$ cat src/rtl/game_event_fifo_pio.sv
// Avalon-MM event FIFO: fabric pushes event codes, CPU pops them through DATA (optional GAME_EVENT_TIMESTAMP_EN).
// Latency: push visible the cycle after its edge; DATA read is zero-latency and pops at the end of the cycle.
// Backpressure: none toward fabric; a push into a full FIFO is dropped and sets sticky overflow.
module game_event_fifo_pio #(
    parameter int DEPTH  = 8,
    parameter int CODE_W = 3
) (
    input  logic              clk,
    input  logic              reset,
    input  logic [1:0]        address,
    input  logic              chipselect,
    input  logic              read_n,
    input  logic              write_n,
    input  logic [31:0]       writedata,
    output logic [31:0]       readdata,
    input  logic              event_valid,
    input  logic [CODE_W-1:0] event_code,
    output logic              irq
);
    localparam int               PTR_W   = (DEPTH > 1) ? $clog2(DEPTH) : 1;
    localparam logic [8:0]       DEPTH_C = 9'(DEPTH);
    localparam logic [PTR_W-1:0] PTR_ONE = PTR_W'(1);

    logic [CODE_W-1:0] r_mem [DEPTH];
    logic [PTR_W-1:0]  r_wr_ptr;
    logic [PTR_W-1:0]  r_rd_ptr;
    logic [8:0]        r_count;
    logic              r_ovf;
    logic [1:0]        r_mask;

    logic w_rd, w_wr, w_empty, w_full, w_pop, w_flush, w_push, w_drop, w_ovf_clr;
    logic w_unused;

    assign w_rd      = chipselect & ~read_n;
    assign w_wr      = chipselect & ~write_n;
    assign w_empty   = (r_count == 9'd0);
    assign w_full    = (r_count == DEPTH_C);
    assign w_pop     = w_rd && (address == 2'd0) && !w_empty;
    assign w_flush   = w_wr && (address == 2'd3);
    // A pop in the same cycle frees the slot, so a full FIFO still accepts the push.
    assign w_push    = event_valid && !w_flush && (!w_full || w_pop);
    assign w_drop    = event_valid && !w_flush && w_full && !w_pop;
    assign w_ovf_clr = w_wr && (address == 2'd1) && writedata[18];
    assign w_unused  = &{1'b0, writedata[31:19], writedata[17:2]};

    always_ff @(posedge clk) begin
        if (reset) begin
            r_wr_ptr <= '0;
            r_rd_ptr <= '0;
            r_count  <= '0;
            r_ovf    <= 1'b0;
            r_mask   <= 2'b00;
        end else begin
            if (w_flush) begin
                r_wr_ptr <= '0;
                r_rd_ptr <= '0;
                r_count  <= '0;
            end else begin
                if (w_push) r_wr_ptr <= r_wr_ptr + PTR_ONE;
                if (w_pop)  r_rd_ptr <= r_rd_ptr + PTR_ONE;
                case ({w_push, w_pop})
                    2'b10:   r_count <= r_count + 9'd1;
                    2'b01:   r_count <= r_count - 9'd1;
                    default: r_count <= r_count;
                endcase
            end
            if (w_drop)         r_ovf <= 1'b1;
            else if (w_ovf_clr) r_ovf <= 1'b0;
            if (w_wr && (address == 2'd2)) r_mask <= writedata[1:0];
        end
    end

    always_ff @(posedge clk) begin
        if (w_push) r_mem[r_wr_ptr] <= event_code;
    end

`ifdef GAME_EVENT_TIMESTAMP_EN
    logic [15:0] r_ts_cnt;
    logic [15:0] r_ts_mem [DEPTH];

    always_ff @(posedge clk) begin
        if (reset) r_ts_cnt <= 16'd0;
        else       r_ts_cnt <= r_ts_cnt + 16'd1;
    end

    always_ff @(posedge clk) begin
        if (w_push) r_ts_mem[r_wr_ptr] <= r_ts_cnt;
    end
`endif

    always_comb begin
        readdata = 32'd0;
        case (address)
            2'd0: begin
                if (!w_empty) begin
                    readdata[31]         = 1'b1;
                    readdata[CODE_W-1:0] = r_mem[r_rd_ptr];
`ifdef GAME_EVENT_TIMESTAMP_EN
                    readdata[23:8]       = r_ts_mem[r_rd_ptr];
`endif
                end
            end
            2'd1: begin
                readdata[8:0] = r_count;
                readdata[16]  = w_empty;
                readdata[17]  = w_full;
                readdata[18]  = r_ovf;
            end
            2'd2:    readdata[1:0] = r_mask;
            default: readdata = 32'd0;
        endcase
    end

    assign irq = (r_mask[0] & ~w_empty) | (r_mask[1] & r_ovf);
endmodule

$ cat config.mk
export PLATFORM = sky130hd
export DESIGN_NAME = game_event_fifo_pio
export DESIGN_NICKNAME = d
export VERILOG_FILES = /design/src/rtl/game_event_fifo_pio.sv
export SDC_FILE = /design/constraint.sdc
export NUM_CORES = 1
export LEC_CHECK = 0
export CELL_PAD_IN_SITES_DETAIL_PLACEMENT = 1
export CELL_PAD_IN_SITES_GLOBAL_PLACEMENT = 2
export CORE_MARGIN = 2
export CORE_UTILIZATION = 30
export CTS_BUF_LIST = sky130_fd_sc_hd__clkbuf_2
export CTS_CLUSTER_DIAMETER = 120
export DETAILED_ROUTE_END_ITERATION = 12
export PLACE_DENSITY_LB_ADDON = 0.1
export REMOVE_ABC_BUFFERS = 1
export SYNTH_ARGS = -nofsm -noshare
export SYNTH_HDL_FRONTEND = slang
export SYNTH_SLANG_ARGS = --single-unit
$ cat constraint.sdc
create_clock -name clk -period 3.6 [get_ports clk]
set_clock_uncertainty 0.15 [all_clocks]
set_input_delay 0.36 -clock clk [delete_from_list [all_inputs] [get_ports clk]]
set_output_delay 0.36 -clock clk [all_outputs]
set_load 0.05 [all_outputs]
# Yosys cells after proc, flatten, opt, wreduce, memory -nomap -nowiden
# Memories as Yosys holds them, arrays and structs flattened. A register that Yosys moved wholly into a read port is not among the register bits.
# Index checks and enable logic that the tools add are counted.
# word_totals
ff_bits	18
mem_bits_rw	24
in_bits	43
out_inout_bits	33
elab_cells	58
n_memories	1
# memory_table
name	words	word_bits	read_ports	rd_ports_with_merged_regs	write_ports	line	source
r_mem	8	3	1	1	1	24	logic [CODE_W-1:0] r_mem [DEPTH];
# op_classes
addsub	4
n_eq_ne	6
mux	14
bitwise_logic	8
reduce_logical	20
# op_table
op	count
9-bit one-hot mux with 2 select lines	1
3-bit 2-to-1 mux	4
1-bit logical AND	10
9-bit by 1-bit adder with 9-bit output (second input constant)	1
9-bit by 4-bit equality test with 1-bit output (second input constant)	1
9-bit logical NOT	1
9-bit by 1-bit subtractor with 9-bit output (second input constant)	1
3-bit by 1-bit adder with 3-bit output (second input constant)	2
2-bit equality test (second input constant)	3
1-bit 2-to-1 mux	6
6-bit 2-to-1 mux	1
2-bit one-hot mux with 3 select lines	1
1-bit bitwise AND	4
2-bit by 1-bit equality test with 1-bit output (second input constant)	2
1-bit logical NOT	4
2-bit nonzero test	2
1-bit inverter	3
2-bit logical NOT	1
1-bit one-hot mux with 2 select lines	1
2-bit OR reduction	1
1-bit logical OR	1
1-bit bitwise OR	1

# Logic depth before layout (Yosys ltp)
# Gate-level depths: netlist of run 1.
# logic_depth
depth_word	8
mapped_depth	10
depth_no_buf	9

# Worst setup path after synthesis of run 1
# No wires, ideal clock.
# synth_timing
path_kind	input to register
startpoint	input port address[1]
endpoint	register r_count[6]
setup_time_ps	59
t_arrival_ps	2808
t_required_ps	3391
setup_slack_ps	583
cell_stages	10
path_buffers	1
cell_sequence	or4b_1 > buf_6 > a311oi_4 > xor2_1 > ha_1 > nor4_1 > o21ai_0 > o41a_1 > or4_1 > nand2_1
# synth_between
elab_chain_len	7
elab_cells_between_ends	14
cone_classes	3 x eq/ne; 1 x mux; 10 x reduce/logical
# synth_lines
item	line	source
from (decl)	10	input logic [1:0] address,
2-bit equality test or 2-bit logical NOT (tied branches)	39, 38	
1-bit logical AND, on equally long branches	39, 38	
1-bit logical NOT or 1-bit logical AND (tied branches)	41, 38	
1-bit logical AND or 1-bit logical OR (tied branches)	41	assign w_push = event_valid && !w_flush && (!w_full || w_pop);
1-bit logical AND	41	
2-bit by 1-bit equality test with 1-bit output or 2-bit equality test (tied branches)	61	case ({w_push, w_pop})
9-bit one-hot mux with 2 select lines or 2-bit nonzero test (tied branches)	--	
to (signal assigned)	62	2'b10: r_count <= r_count + 9'd1;
to (signal assigned)	63	2'b01: r_count <= r_count - 9'd1;
to (signal assigned)	64	default: r_count <= r_count;
to (decl)	27	logic [8:0] r_count;
# Parallel ways exist; a longest one is shown, timed or not.
# A chain may end at the register's enable or synchronous reset.

# Final worst setup path of run 1
# layout_timing
startpoint	register r_count[4]
endpoint	output port readdata[1]
# layout_between
elab_chain_len	3
# layout_lines
item	line	source
9-bit logical NOT	36	assign w_empty = (r_count == 9'd0);
3-bit 2-to-1 mux	95	if (!w_empty) begin
2-bit one-hot mux with 3 select lines	93	case (address)
to (decl)	15	output logic [31:0] readdata,
# Every way passes these cells.

==> metrics, run 1 <==
crit end category output port; Avg Inst Size Synth 10.9 um^2; # placed instances 354; Die Span Y 94.0 um; routed length per instance 15.8 um; first-pass GRT wire length 9470 um; mux cell area share after synthesis 9.33%; vias per inst 4.89; hpwl dp 4440 um; Setup WS pre-CTS 6.19 ps; share of layout cells above drive strength 1 13.8%; TritonCTS clock tree done; routability congestion estimate from global placement 0.781; reg2reg path depth 10; CP Cell Sequence nor4_1 > buf_4 > nand3_1 > nand2_1 > o21ai_0 > clkdlybuf4s50_1; Seq/Total Area, Yosys 47.0%; ANT cells 0; CP max stage delay 820 ps; GRT Residual Overflow 0; Synth Area in Compound Gates 13.0%; synth top area cells edfxtp_1 (30%), dfxtp_1 (17%), buf_4 (6.2%), mux4_2 (5.6%), mux2i_1 (3.3%); post_cts resized 0; Hold WS 364 ps; Max Cap Viol 0; final worst-path cycle share 87.8%; Final nets 305; most common cell in the netlist edfxtp_1; Vias 1769; DR DRC count 0; hold path depth 2; Finished Core Util 36.9%; FFs w/ async S/R, synth 0%; Max FO, Critical Path 11; fin. max-slew vios 0; synth warn 0; synthesized cell area 2430 um^2; overall power consumption 0.994 mW; xor-xnor portion of the synthesized cell area 1.80%; CP max-delay cell clkdlybuf4s50_1; min-delay worst type reg -> reg; WL final 5720 um; worst vdd ir 0.000119 V; Startpoint Class flip-flop; most frequent cells after synthesis edfxtp_1 (24), dfxtp_1 (21), buf_4 (20), nor2_1 (16), o21ai_0 (11); vias in the first global route 1792; H-Tree Depth 2; clock root buffer clkbuf_2; synth-to-layout area growth 17.9%; EDFF count, synth 24; DRT Pass-1 Iters 4; Die W 94.0 um; worst reg2reg endpoint r_count[6]$_SDFFE_PP0P_; clock sink count 45; run status complete, no violations; Max Clock Freq 0.316 GHz; synth unique cells 49; Worst-Margin Slew 842 ps; antenna violations before repair 0; Core Area 7770 um^2; Total Routing Usage GR 13.9%; Yosys top cell by area edfxtp_1; Worst Hold Launch r_rd_ptr[1]$_SDFFE_PP0N_; largest net degree at the start of global routing 17; cts bufs inserted 5; Worst R2R Setup Slack 640 ps; Post-Synth Adder-Cell Area 1.55%; final setup vio count 0; Worst Path Arrival 2650 ps; largest family of logic cells by synthesized area simple AND/OR/NAND/NOR gates; Synth Area in Simple Gates 18.5%; Relative slew margins 43.1%; Initial Util 31.3%; Core Rows 32; CTS Hold Bufs 0; boundary pin count 76; top cell type's share of synthesized area 29.7%; unrepaired setup endpoints after global routing false; Post-DRT Antenna Nets 0; Worst Hold End r_rd_ptr[1]$_SDFFE_PP0N_; die area 8830 um^2; launch point of the worst reg-to-reg path r_count[1]$_SDFFE_PP0P_; non-filler cells, final 362; Pwr per Cell Area 347 nW/um^2; Setup Fix Bufs, Post-CTS 0; number of port buffers 27; number of fill cells in the layout 900; clock buffer depth 2; endpoints failing hold 0; Initial DRC Count 51; Period minus WS final 3160 ps; Cells after Synth 222; post-route setup slack 438 ps; FF+latch count, synth 45; critical path class reg -> out; Primary FF master, synth edfxtp_1; P_leak 1.02 nW; Clock Latency Late Sink 420 ps; Critical Path RT 3090 ps; Clock transition at path regs 260 ps
==> state kept, by name (all words and copies together), names as in the netlist, named ones only <==
name and flops:
r_count 9, r_ovf 1, r_rd_ptr 3, r_mem 24, r_wr_ptr 3, r_mask 2
==> worst max-delay path: cells and delay by family, from the launching register on <==
kind | cells | cell delay (ps)
compound gates | 1 | 200
buf+inv | 2 | 990
flops | 1 | 550
simple gates | 3 | 500
==> cells by family after synthesis <==
family | Yosys count
buffers and inverters | 34
DFF | 45
muxes | 15
adders and majority gates | 3
other | 1
and+or+nand+nor | 77
AOI/OAI and AO/OA | 42
xor gates and xnor gates | 5
==> worst max-delay path by stage <==
| stage | startpoint | endpoint | slack (ps) | cells after the start |
|---|---|---|---|---|
| 6_report | r_count[4]$_SDFFE_PP0P_ | readdata[1] | 440 | 6 |
| 5_1_grt | r_count[4]$_SDFFE_PP0P_ | readdata[2] | 160 | 6 |
| 4_1_cts | r_count[4]$_SDFFE_PP0P_ | readdata[1] | 370 | 6 |
| 3_5_place_dp | address[0] | r_count[6]$_SDFFE_PP0P_ | 6 | 10 |
| 3_3_place_gp | address[1] | r_count[6]$_SDFFE_PP0P_ | -40 | 10 |
| 2_1_floorplan | address[1] | r_count[6]$_SDFFE_PP0P_ | 540 | 9 |
==> per-stage QoR <==
stage               instance area [um^2]  TNS, ps
finish                              2860        0
global route                        2860        0
CTS                                 2860        0
detailed placement                  2810        0
global placement                    2810    -38.7
floorplan                           2300        0
==> power by group <==
group	leakage, nW	switching (mW)	internal [mW]
registers	0.388	0.0139	0.554
logic	0.606	0.127	0.0658
clock network	0.0296	0.181	0.0518
==> layout make-up <==
cell class / count / area (um^2) / area share [%]
clock buffer: 5 / 25.0 / 0.874
clock inverter: 3 / 25.0 / 0.874
inverter: 3 / 11.3 / 0.393
multi-input combinational: 161 / 1140 / 39.9
sequential: 45 / 1140 / 39.8
tap: 102 / 128 / 4.46
timing repair buffer: 43 / 390 / 13.6
==> layer usage <==
layer / up-vias / part of all wire (%) / global-route usage [%] / routed length [um]
met5: - / 0 / 0 / 0
met4: 0 / 0.68 / 2.17 / 39
met3: 5 / 2.7 / 2.97 / 157
met2: 26 / 49 / 22.8 / 2820
met1: 870 / 47 / 19.2 / 2700
li1: 868 / - / - / -
==> placed cells by master (no fill, tap or decap), types with 2 or more instances in the layout <==
master / n
or3_1: 8
nand4b_1: 2
edfxtp_1: 24
inv_1: 3
nand2_1: 7
a22oi_1: 2
nor3_1: 7
nand2b_1: 4
nor2_1: 16
mux4_2: 6
and2_1: 9
o211ai_1: 4
or4_1: 2
nor2b_1: 3
o21a_1: 3
mux2i_1: 8
a21oi_1: 8
clkdlybuf4s50_1: 27
buf_4: 16
conb_1: 19
ha_1: 3
dfxtp_1: 21
and3_1: 3
o31a_1: 2
o2111ai_1: 2
nor4_1: 4
nand3_1: 5
clkbuf_2: 5
xor2_1: 5
o21ai_0: 11
(Power assumes the default switching activity.)
==> inputs of run 2 (changes only) <==
Settings changed: CORE_MARGIN 2 to 5.
==> run 2 against run 1 <==
Effect of this change: sequential power about the same; final cell count up 0.83%; via count up 0.45%; global-route usage down 1.5 points; critical path depth unchanged; largest cell class unchanged.
==> metrics, run 2 (synthesized netlist as in run 1, its figures left out) <==
run status complete, no violations; vias per inst 4.87 (-0.37%); DRT Pass-1 Iters 4 (unchanged); boundary pin count 76 (unchanged); die area 10000 um^2 (+13%); max FFs per register 24 (unchanged); Reg area 1140 um^2 (unchanged); number of port buffers 27 (unchanged); GRT Residual Overflow 0 (unchanged); largest net degree at the start of global routing 17 (unchanged); routability congestion estimate from global placement 0.754 (-3.4%); first-pass GRT wire length 9670 um (+2.0%); hpwl dp 4660 um (+4.8%); Max Cap Viol 0 (unchanged); Die Span Y 100 um (+6.4%); CP max-delay cell clkdlybuf4s50_1; Initial Util 31.1% (-0.16 points); Die W 100 um (+6.4%); Period minus WS final 3130 ps (-31.7 ps); largest registers r_mem (24), r_count (9); Final nets 308 (+0.98%); Buf/Inv on CP 2 (unchanged); WL final 5910 um (+3.2%); Max Clock Freq 0.319 GHz (+1.0%); final worst-path cycle share 86.9% (-0.88 points); Clock transition at path regs 250 ps (about the same); Setup Fix Bufs, Post-CTS 0 (unchanged); final setup vio count 0 (unchanged); number of fill cells in the layout 911 (+1.2%); clock buffer depth 2 (unchanged); Startpoint Class flip-flop; cts bufs inserted 5 (unchanged); cell family with most CP delay buffers and inverters; synth-to-layout area growth 18.9%; P_leak 1.04 nW (+1.5%); launch point of the worst reg-to-reg path r_count[0]$_SDFFE_PP0P_; Worst Path Arrival 2620 ps (-30 ps); Clock Latency Late Sink 420 ps (about the same); post-route setup TNS 0 ps (unchanged); clock sink count 45 (unchanged); CP Cell Sequence nor4_1 > buf_4 > nand3_1 > nand2_1 > o21ai_0 > clkdlybuf4s50_1; most common cell after layout, fill and taps aside clkdlybuf4s50_1; share of layout cells above drive strength 1 14.8% (+0.98 points); antenna violations before repair 0 (unchanged); Relative slew margins 48.0% (+4.8 points); crit end category output port; post_cts resized 0 (unchanged); DR DRC count 0 (unchanged); unrepaired setup endpoints after global routing false; Initial DRC Count 60 (+18%); vias in the first global route 1814 (+1.2%); CP max stage delay 820 ps (about the same); Critical Path RT 3090 ps (about the same); Core Rows 32 (unchanged); TritonCTS clock tree done; Biggest register r_mem; clock root buffer clkbuf_2; most frequent cells in the layout clkdlybuf4s50_1 (27), edfxtp_1 (24), dfxtp_1 (21); CTS Hold Bufs 0 (unchanged); ANT cells 0 (unchanged); Pwr per Cell Area 346 nW/um^2 (-0.40%); min-delay worst type in -> reg; multi-input logic area 1140 um^2 (unchanged); Vias 1777 (+0.45%); worst vdd ir 0.000103 V (-14%); fin. max-slew vios 0 (unchanged); overall power consumption 0.998 mW (+0.38%); Worst-Margin Slew 771 ps (-71.4 ps); endpoints failing hold 0 (unchanged); H-Tree Depth 2 (unchanged); Worst Hold Launch writedata[1]; Post-DRT Antenna Nets 0 (unchanged); critical path class reg -> out; worst setup path startpoint r_count[0]$_SDFFE_PP0P_; routed length per instance 16.2 um (+2.4%); Core Area 7810 um^2 (+0.52%); Max FO, Critical Path 7 (-4); Total Routing Usage GR 12.4% (-1.5 points)
run 2: cell types whose count changed in the layout (fill, tap and decap cells not counted), sizes merged:
| cell | delta |
|---|---|
| buf | +3 |
run 2: stage by stage:
stage | utilization (%) | cell area (um^2) | setup slack, ps | hold slack (ps) | std cells
2_1_floorplan | - | 2300 | 538 | 282 | 209
3_3_place_gp | 36.3 | 2840 | 11.3 | 328 | 357
3_5_place_dp | 36.3 | 2840 | 8.88 | 333 | 357
4_1_cts | 37.0 | 2890 | 410 | 339 | 365
5_1_grt | 37.0 | 2890 | 199 | 343 | 365
6_report | 37.0 | 2890 | 470 | 356 | 365
run 2: cell type report:
class	instances	share of cell area, %
multi-input combinational	161	39.6
sequential	45	39.5
timing repair buffer	46	14.3
tap	102	4.42
clock buffer	5	0.867
clock inverter	3	0.867
inverter	3	0.390
run 2: worst register-to-register path, cell delays in order, from the launching register on:
cell      delay [ps]
dfxtp_1          580
nor4_1           100
buf_4            170
a311oi_4         320
xor2_1           110
ha_1             210
nor4_1           220
o21ai_0          200
o41a_1           370
or4_1            410
nand2_1           80
run 2: path summary, 6_finish.rpt:
| check | endpoint | slack (ps) | cells past startpoint |
|---|---|---|---|
| hold reg to reg | flip-flop | 360 | 2 |
| setup reg to reg | r_count[6]$_SDFFE_PP0P_ | 650 | 10 |
| setup / recovery | readdata[0] | 470 | 6 |
| hold / removal | r_mask[1]$_SDFFE_PP0P_ | 360 | 3 |
run 2: report_power, final:
| part | switching, mW | internal, mW |
|---|---|---|
| Sequential | 0.0123 | 0.554 |
| Clock | 0.181 | 0.0517 |
| Combinational | 0.131 | 0.0687 |
run 2: per-layer routing:
layer,global-route usage [%],vias to the layer above,part of all wire [%]
met5,0,-,0
met4,2.80,0,0.68
met3,2.78,4,4.4
met2,20.8,34,50
met1,16.3,862,45
li1,-,877,-
==> inputs of run 3 (changes only) <==
Clock period 3.6 ns to 3.4 ns, I/O delays scaled along.
==> run 3 against run 2 <==
Effect of this change: critical path type unchanged; highest routed layer unchanged; global-route usage about the same; flip-flop and latch count unchanged; final cell count up 1.4%; largest power group unchanged; sequential power up 5.1%; non-clock buffer count up 5; count of clock-buffer cells in the layout unchanged; core utilization up 0.48 points; power up 7.7%; critical path depth unchanged; register-to-register slack worse by 210 ps.
==> metrics, run 3 (synthesized netlist as in run 1, its figures left out) <==
CTS Hold Bufs 0 (unchanged); largest net degree at the start of global routing 17 (unchanged); launch point of the worst reg-to-reg path r_count[5]$_SDFFE_PP0P_; routability congestion estimate from global placement 0.736 (-2.3%); max FFs per register 24 (unchanged); endpoints failing hold 0 (unchanged); Period minus WS final 3150 ps; Critical Path RT 2910 ps (-180 ps); critical path class reg -> out; clock sink count 45 (unchanged); Worst-Margin Slew 820 ps (+48.7 ps); Switching Share 32.9% (+0.46 points); clock root buffer clkbuf_2; final setup vio count 0 (unchanged); # placed instances 362 (+1.4%); Die Span Y 100 um (unchanged); die area 10000 um^2 (unchanged); overall power consumption 1.07 mW (+7.7%); Max FO, Critical Path 9 (+2); most common cell after layout, fill and taps aside clkdlybuf4s50_1; Hold WS 365 ps (+8.73 ps); CP max stage delay 830 ps (about the same); fin area 2920 um^2 (+1.3%); antenna violations before repair 0 (unchanged); Post-DRT Antenna Nets 0 (unchanged); worst setup path startpoint r_count[5]$_SDFFE_PP0P_; Clock transition at path regs 290 ps (+40 ps); synth-to-layout area growth 20.4%; boundary pin count 76 (unchanged); Total Routing Usage GR 12.4% (+0.016 points); H-Tree Depth 2 (unchanged); largest registers r_mem (24), r_count (9); GRT Residual Overflow 0 (unchanged); non-filler cells, final 370 (+1.4%); Vias 1826 (+2.8%); Int Power 0.721 mW (+7.0%); Finished Core Util 37.5% (+0.48 points); number of port buffers 27 (unchanged); Die W 100 um (unchanged); Final nets 313 (+1.6%); routed length per instance 16.1 um (-0.70%); Startpoint Class flip-flop; Worst Hold Launch r_rd_ptr[1]$_SDFFE_PP0N_; cts bufs inserted 5 (unchanged); Max Cap Viol 0 (unchanged); worst vdd ir 0.0000969 V (-5.9%); run status complete, no violations; DR DRC count 0 (unchanged); Psw 0.353 mW (+9.2%); share of layout cells above drive strength 1 16.4% (+1.6 points); Max Clock Freq 0.318 GHz; Relative slew margins 44.7% (-3.3 points); Clock Latency Late Sink 450 ps (+30 ps); Initial DRC Count 94 (+57%); post_cts resized 0 (unchanged); met3 wire len 297 um (+15%); Clk network pwr share 23.7% (+0.4 points); Pwr per Cell Area 367 nW/um^2 (+6.3%); Seq pwr share 55.4% (-1.3 points); CP Cell Sequence nor4_1 > buf_4 > nand3_1 > nand2_1 > o21ai_0 > clkdlybuf4s50_1; CP max-delay cell clkdlybuf4s50_1; hpwl dp 4620 um (-0.79%); Core Rows 32 (unchanged); TritonCTS clock tree done; vias per inst 4.94 (+1.4%); Initial Util 31.1% (unchanged); Worst Path Arrival 2660 ps (+40 ps); crit end category output port; Combinational Power Share 20.9% (+0.9 points); unrepaired setup endpoints after global routing false; Core Area 7810 um^2 (unchanged); routed length on met2 2860 um (-2.3%); met1 wire length 2760 um (+3.1%); placed cell areas 2870 um^2 (+1.3%); min-delay worst type reg -> reg; first-pass GRT wire length 9640 um (-0.28%); final worst-path cycle share 92.6%; ANT cells 0 (unchanged); WL final 5950 um (+0.66%); DRT Pass-1 Iters 4 (unchanged); fin. max-slew vios 0 (unchanged); P_leak 1.06 nW (+2.4%); most frequent cells in the layout clkdlybuf4s50_1 (27), buf_4 (24), edfxtp_1 (24); Biggest register r_mem; clock buffer depth 2 (unchanged); top routing layer used met4; vias in the first global route 1812 (-0.11%); Setup Fix Bufs, Post-CTS 0 (unchanged)
run 3: cell types whose count changed in the layout (fill, tap and decap cells not counted):
cell   before  now
buf_4      19   24
run 3: area by class of cell:
| cell class | instances | area [um^2] |
|---|---|---|
| inverter | 3 | 11.3 |
| clock buffer | 5 | 25.0 |
| tap | 102 | 128 |
| clock inverter | 3 | 25.0 |
| multi-input combinational | 161 | 1140 |
| sequential | 45 | 1140 |
| fill | 906 | 4880 |
| timing repair buffer | 51 | 450 |
run 3: worst max-delay path, delay by kind of cell (launching register included):
kind            cells  cell delay (ps)
flops               1              530
simple gates        3              470
compound gates      1              210
buf+inv             2             1000
run 3: worst paths after layout:
path                              end  slack (ps)  cells past startpoint
min          r_rd_ptr[1]$_SDFFE_PP0N_         360                      2
max reg2reg   r_count[6]$_SDFFE_PP0P_         440                     10
min reg2reg  r_rd_ptr[1]$_SDFFE_PP0N_         360                      2
max                       readdata[2]         250                      6
run 3: power by group through the flow:
stage	clock, mW	sequential, mW	combinational (mW)
finish	0.255	0.595	0.224
global route	0.299	0.598	0.243
CTS	0.270	0.596	0.226
detailed placement	0	0.607	0.225
global placement	0	0.606	0.225
floorplan	0	0.607	0.133
run 3: routing by layer:
metal | track usage, % | up-vias
met4 | 3.11 | 0
li1 | - | 883
met1 | 16.5 | 894
met5 | 0 | -
met3 | 2.99 | 6
met2 | 20.4 | 43
run 3: through the flow:
| step | setup slack [ps] | setup TNS, ps |
|---|---|---|
| final | 251 | 0 |
| after global routing | 4.82 | 0 |
| after CTS | 190 | 0 |
| after detailed placement | -239 | -493 |
| after global placement | -260 | -541 |
| after floorplan | 358 | 0 |
